File: src/rtl/pump_scheduler.sv
// Two-pump fill sequencer: lead/lag rotation, minimum run/off times,
// fault handling and sensor-inconsistency detection.
module pump_scheduler #(
    parameter int MIN_RUN = 4,
    parameter int MIN_OFF = 2
) (
    input  logic clk,
    input  logic reset,
    input  logic I,
    input  logic S,
    input  logic F1,
    input  logic F2,
    output logic B1,
    output logic B2,
    output logic LEAD,
    output logic ERR,
    output logic ALARM
);

    localparam int RW = $clog2(MIN_RUN + 1);
    localparam int OW = $clog2(MIN_OFF + 1);
    localparam logic [RW-1:0] RUN_MAX = RW'(MIN_RUN);
    localparam logic [OW-1:0] OFF_MAX = OW'(MIN_OFF);

    typedef enum logic [1:0] {
        IDLE,
        FILL_ONE,
        FILL_BOTH,
        ERROR
    } state_t;

    state_t state, state_nx;

    logic [RW-1:0] run1, run2, run1_nx, run2_nx;
    logic [OW-1:0] off1, off2, off1_nx, off2_nx;
    logic          req1, req2;
    logic          b1_nx, b2_nx, lead_nx, err_nx, alarm_nx;
    logic          filling, filling_nx;

    always_comb begin
        state_nx = IDLE;
        if (S && !I)
            state_nx = ERROR;
        else if (S && I)
            state_nx = IDLE;
        else if (!I)
            state_nx = FILL_BOTH;
        else
            state_nx = FILL_ONE;
    end

    assign filling    = (state == FILL_ONE) || (state == FILL_BOTH);
    assign filling_nx = (state_nx == FILL_ONE) || (state_nx == FILL_BOTH);

    // In single-pump mode a faulted lead hands the request to the lag pump.
    always_comb begin
        req1 = 1'b0;
        req2 = 1'b0;
        if (state_nx == FILL_BOTH) begin
            req1 = 1'b1;
            req2 = 1'b1;
        end else if (state_nx == FILL_ONE) begin
            if (!LEAD)
                {req1, req2} = F1 ? 2'b01 : 2'b10;
            else
                {req1, req2} = F2 ? 2'b10 : 2'b01;
        end
    end

    always_comb begin
        b1_nx = 1'b0;
        if (F1 || state_nx == ERROR)
            b1_nx = 1'b0;
        else if (B1 && run1 < RUN_MAX)
            b1_nx = 1'b1;
        else if (req1 && (B1 || off1 >= OFF_MAX))
            b1_nx = 1'b1;
    end

    always_comb begin
        b2_nx = 1'b0;
        if (F2 || state_nx == ERROR)
            b2_nx = 1'b0;
        else if (B2 && run2 < RUN_MAX)
            b2_nx = 1'b1;
        else if (req2 && (B2 || off2 >= OFF_MAX))
            b2_nx = 1'b1;
    end

    // Counters include the cycle about to start, so a value of MIN_RUN
    // means the pump has already been on for MIN_RUN full cycles.
    always_comb begin
        run1_nx = '0;
        run2_nx = '0;
        off1_nx = '0;
        off2_nx = '0;
        if (b1_nx)
            run1_nx = !B1 ? RW'(1) : (run1 == RUN_MAX ? run1 : run1 + RW'(1));
        else
            off1_nx = B1 ? OW'(1) : (off1 == OFF_MAX ? off1 : off1 + OW'(1));
        if (b2_nx)
            run2_nx = !B2 ? RW'(1) : (run2 == RUN_MAX ? run2 : run2 + RW'(1));
        else
            off2_nx = B2 ? OW'(1) : (off2 == OFF_MAX ? off2 : off2 + OW'(1));
    end

    always_comb begin
        lead_nx  = LEAD ^ (filling && state_nx == IDLE);
        err_nx   = (state_nx == ERROR);
        alarm_nx = filling_nx && F1 && F2;
    end

    always_ff @(posedge clk or posedge reset) begin
        if (reset) begin
            state <= IDLE;
            run1  <= '0;
            run2  <= '0;
            off1  <= OFF_MAX;
            off2  <= OFF_MAX;
            B1    <= 1'b0;
            B2    <= 1'b0;
            LEAD  <= 1'b0;
            ERR   <= 1'b0;
            ALARM <= 1'b0;
        end else begin
            state <= state_nx;
            run1  <= run1_nx;
            run2  <= run2_nx;
            off1  <= off1_nx;
            off2  <= off2_nx;
            B1    <= b1_nx;
            B2    <= b2_nx;
            LEAD  <= lead_nx;
            ERR   <= err_nx;
            ALARM <= alarm_nx;
        end
    end

endmodule

File: config.mk
export PLATFORM = sky130hd
export DESIGN_NAME = pump_scheduler
export DESIGN_NICKNAME = d
export VERILOG_FILES = /design/src/rtl/pump_scheduler.sv
export SDC_FILE = /design/constraint.sdc
export NUM_CORES = 1
export LEC_CHECK = 0
export ABC_CLOCK_PERIOD_IN_PS = 1650
export CELL_PAD_IN_SITES_DETAIL_PLACEMENT = 2
export CELL_PAD_IN_SITES_GLOBAL_PLACEMENT = 2
export CORE_ASPECT_RATIO = 2
export CORE_MARGIN = 2
export CORE_UTILIZATION = 36
export CTS_BUF_LIST = sky130_fd_sc_hd__clkbuf_4 sky130_fd_sc_hd__clkbuf_8
export DETAILED_ROUTE_END_ITERATION = 10
export GPL_TIMING_DRIVEN = 0
export PLACE_DENSITY = 0.9
export SLEW_MARGIN = 30
export SYNTH_ARGS = -nofsm -noshare
export SYNTH_HDL_FRONTEND = slang
export SYNTH_SLANG_ARGS = --single-unit
File: constraint.sdc
create_clock -name clk -period 1.65 [get_ports clk]
set_input_delay 0.495 -clock clk [delete_from_list [all_inputs] [get_ports clk]]
set_output_delay 0.495 -clock clk [all_outputs]
set_load 0.005 [all_outputs]
==> results.json <==
{
  "outcome": "complete, no violations",
  "syn2layout_area_growth_pct": 29.91,
  "htreeDepth": 1,
  "ys_types": 31,
  "busiest_layer": "met2",
  "fp.dieH_um": 77.59,
  "hold_viol": 0,
  "crit_chain": "clkdlybuf4s50_1",
  "cap_viol_max_count": 0,
  "avgSynthCellArea_um2": 9.845,
  "die_w_um": 40.80,
  "timing.fmax_mhz": 626.4,
  "cts_tree": "done",
  "crit_cells": 1,
  "grt_pass1_vias": 949,
  "worst_setup_path_end_kind": "output pin",
  "grt_max_degree": 18,
  "antenna_found_initial": 0,
  "crit_buf_inv": 1,
  "yosysTopAreaCell": "dfrtp_1",
  "synth-simple-area-share_pct": 18.61,
  "powerDensity_nw_per_um2": 1262,
  "arrival_ps": 1100,
  "postCtsHoldBufs": 0,
  "p_leak_nw": 0.6228,
  "worstPathRequired_ps": 1150,
  "netlist_area_um2": 974.7,
  "slew_headroom_pct": 52.43,
  "cp_max_fo": 1,
  "root_buffer": "clkbuf_8",
  "synthTopCellsByArea": "dfrtp_1 (39%), ha_1 (13%), dfstp_2 (5.4%)",
  "antenna_cells": 0,
  "placedCellCount": 137,
  "critPathLaunchType": "flip-flop",
  "worst_slew_pin_slew_ps": 712.8,
  "place.gp.congestion": 0.7132,
  "drt_iter0_markers": 8,
  "met2_usage_pct": 41.72,
  "dieArea_um2": 3165,
  "fin_crit_sh_pct": 96.75,
  "timing.rr.end": "off2[0]$_DFFE_PP0P_",
  "setup_viol": 0,
  "finalWorstSetupSlack_ps": 53.66,
  "fin_cells": 146,
  "synthMuxAreaShare_pct": 0,
  "clockBufferDepth": 2,
  "routed_wirelength_um": 2984,
  "path_clk_slew_ps": 70,
  "ios": 11,
  "yosysWarnings": 0,
  "coreArea_um2": 2570,
  "fin_skew_ps": 1.992,
  "reg2reg_from": "off2[0]$_DFFE_PP0P_",
  "syn_nets": 115,
  "port_buffers": 10,
  "viasPerCell": 5.459,
  "drcViolationCount": 0,
  "use_met1_pct": 20.11,
  "vias": 797,
  "worstSetupPathType": "reg2out",
  "finalCriticalPeriod_ps": 1596,
  "overflow": 0,
  "ant_nets": 0,
  "rrSetupSlack_ps": 190,
  "endpoint": "ERR",
  "critPathSlowestCell": "clkdlybuf4s50_1",
  "vdd_ir_drop_max_mv": 0.7356,
  "hp-class": "reg2reg",
  "synthAdderAreaFrac_pct": 12.84,
  "synth_top_area_share_pct": 38.51,
  "dp_hpwl_um": 1984,
  "syn_inst": 99,
  "cts.sinks": 17,
  "rows": 26,
  "dp_slack_ps": -586.9,
  "grt_first_pass_wirelength_um": 4629,
  "synth-compound-area-share_pct": 16.05,
  "nNetsFinal": 135,
  "initial_core_util_pct": 37.93,
  "cts_made_buffers": 3,
  "slew_viol_final": 0,
  "ys_seq_area_share_pct": 43.90,
  "num-fill-cells": 269,
  "ys_ff_latch": 17,
  "crit_family": "buffers and inverters",
  "synth_xor_area_share_pct": 3.594,
  "drive_above_1_share_pct": 23.73,
  "use_met3_pct": 2.857,
  "synth_top_family_by_area": "simple AND/OR/NAND/NOR gates",
  "slowest_delay_ps": 500,
  "wire_per_inst_um": 20.44,
  "dr.pass1.iters": 3,
  "reg2regPathDepth": 5,
  "grt_usage_pct": 21.96,
  "insertion_delay_ps": 250,
  "critPathLaunch": "ERR$_DFF_PP0_"
}
==> cells in the final DEF (no fill, tap or decap), types with 2 or more instances in the layout <==
cell type | Yosys | final
a21oi_1 | 6 | 6
buf_4 | 0 | 5
clkbuf_8 | 0 | 3
clkdlybuf4s50_1 | 0 | 3
dfrtp_1 | 15 | 14
dfstp_2 | 2 | 2
dlygate4sd2_1 | 0 | 3
dlymetal6s2s_1 | 0 | 4
ha_1 | 10 | 7
ha_2 | 0 | 2
inv_1 | 10 | 9
nand2_1 | 7 | 7
nand2b_1 | 4 | 3
nand2b_4 | 1 | 2
nand3_1 | 4 | 4
nand4_1 | 2 | 2
nor2_1 | 12 | 10
nor2b_1 | 3 | 3
o22ai_1 | 2 | 2
xnor2_1 | 3 | 3
==> sequential cells by signal, summed over array words and instances, names as in the netlist <==
signal,count
run1,3
run2,3
off1,2
off2,2
state,2
ALARM,1
B1,1
B2,1
ERR,1
LEAD,1
==> timing repair <==
| item | in CTS | in global routing |
|---|---|---|
| pin swaps | 2 | 0 |
| endpoints found under the setup margin | 15 | 4 |
| gates resized for setup | 18 | 4 |
| buffers inserted | 5 | 0 |
==> Yosys cell counts <==
master / count
a21boi_2: 1
o31ai_1: 1
o211a_1: 1
nand4_1: 2
nand2_1: 7
o21ba_1: 1
buf_6: 1
a31o_2: 1
a311oi_1: 1
o21a_1: 1
o21ba_2: 1
nand2b_4: 1
o22ai_1: 2
o41ai_2: 1
inv_1: 10
nand2b_1: 4
o21ai_0: 2
nor2_1: 12
xor2_1: 1
a21o_1: 1
dfstp_2: 2
nor2b_1: 3
a21oi_1: 6
ha_1: 10
and3_1: 1
or2_2: 1
nand3_1: 4
dfrtp_1: 15
xnor2_1: 3
nand3b_1: 1
a31oi_1: 1
==> logic make-up (layout without fill, tap and decap cells) <==
logic type,Yosys count,count (layout)
compound gates,21,21
xor+xnor,4,4
fa+ha+maj,10,10
buf+inv,11,30
flops,17,17
simple gates,36,36
==> worst reg2reg max path, delay by kind of cell, from the launching register on <==
kind,cells,cell delay [ps]
AO/OA/AOI/OAI,2,590
flip-flops,1,360
adder cells (fa/ha/maj),1,250
AND/OR/NAND/NOR,1,130
buffers and inverters,1,50
==> how the worst min path moves through the flow <==
| stage | from | end | slack, ps | cells after the start |
|---|---|---|---|---|
| finish | B1$_DFF_PP0_ | off1[1]$_DFFE_PP1P_ | 560 | 2 |
| global route | B1$_DFF_PP0_ | off1[1]$_DFFE_PP1P_ | 590 | 2 |
| CTS | B1$_DFF_PP0_ | off1[1]$_DFFE_PP1P_ | 560 | 2 |
| detailed placement | B1$_DFF_PP0_ | off1[1]$_DFFE_PP1P_ | 510 | 1 |
| global placement | B1$_DFF_PP0_ | off1[1]$_DFFE_PP1P_ | 520 | 1 |
| floorplan | reset | ALARM$_DFF_PP0_ | 420 | 1 |
==> final cells by class <==
| cell class | instances | area, um^2 | area share [%] |
|---|---|---|---|
| multi-input combinational | 71 | 560.5 | 44.27 |
| sequential | 17 | 429.2 | 33.89 |
| timing repair buffer | 15 | 143.9 | 11.36 |
| clock buffer | 4 | 48.80 | 3.854 |
| inverter | 10 | 37.54 | 2.964 |
| tap | 28 | 35.03 | 2.767 |
| buffer | 1 | 11.26 | 0.8893 |
==> per-stage QoR <==
| stage | instance area (um^2) | hold slack (ps) | power (W) | setup TNS, ps | utilization (%) |
|---|---|---|---|---|---|
| 3_5_place_dp | 1110 | 514.1 | 0.001152 | -5401 | 43.18 |
| 6_report | 1266 | 557.0 | 0.001598 | 0 | 49.27 |
| 2_1_floorplan | 974.7 | 419.6 | 0.0009711 | 0 | - |
| 5_1_grt | 1266 | 586.1 | 0.001705 | -0.3408 | 49.27 |
| 3_3_place_gp | 1110 | 522.1 | 0.001094 | -4134 | 43.18 |
| 4_1_cts | 1256 | 557.7 | 0.001584 | 0 | 48.88 |
==> layer usage <==
metal | up-vias | share of wire (%) | wire length [um]
met5 | - | 0 | 0
met4 | 0 | 2.6 | 78
met3 | 11 | 2.0 | 60
met2 | 16 | 62 | 1863
met1 | 398 | 33 | 982
li1 | 372 | - | -
==> power breakdown <==
group	internal (W)	switching, W
clock network	0.000188	0.000145
registers	0.000526	0.0000744
logic	0.000315	0.000349
Power figures use the tool's default switching activity.
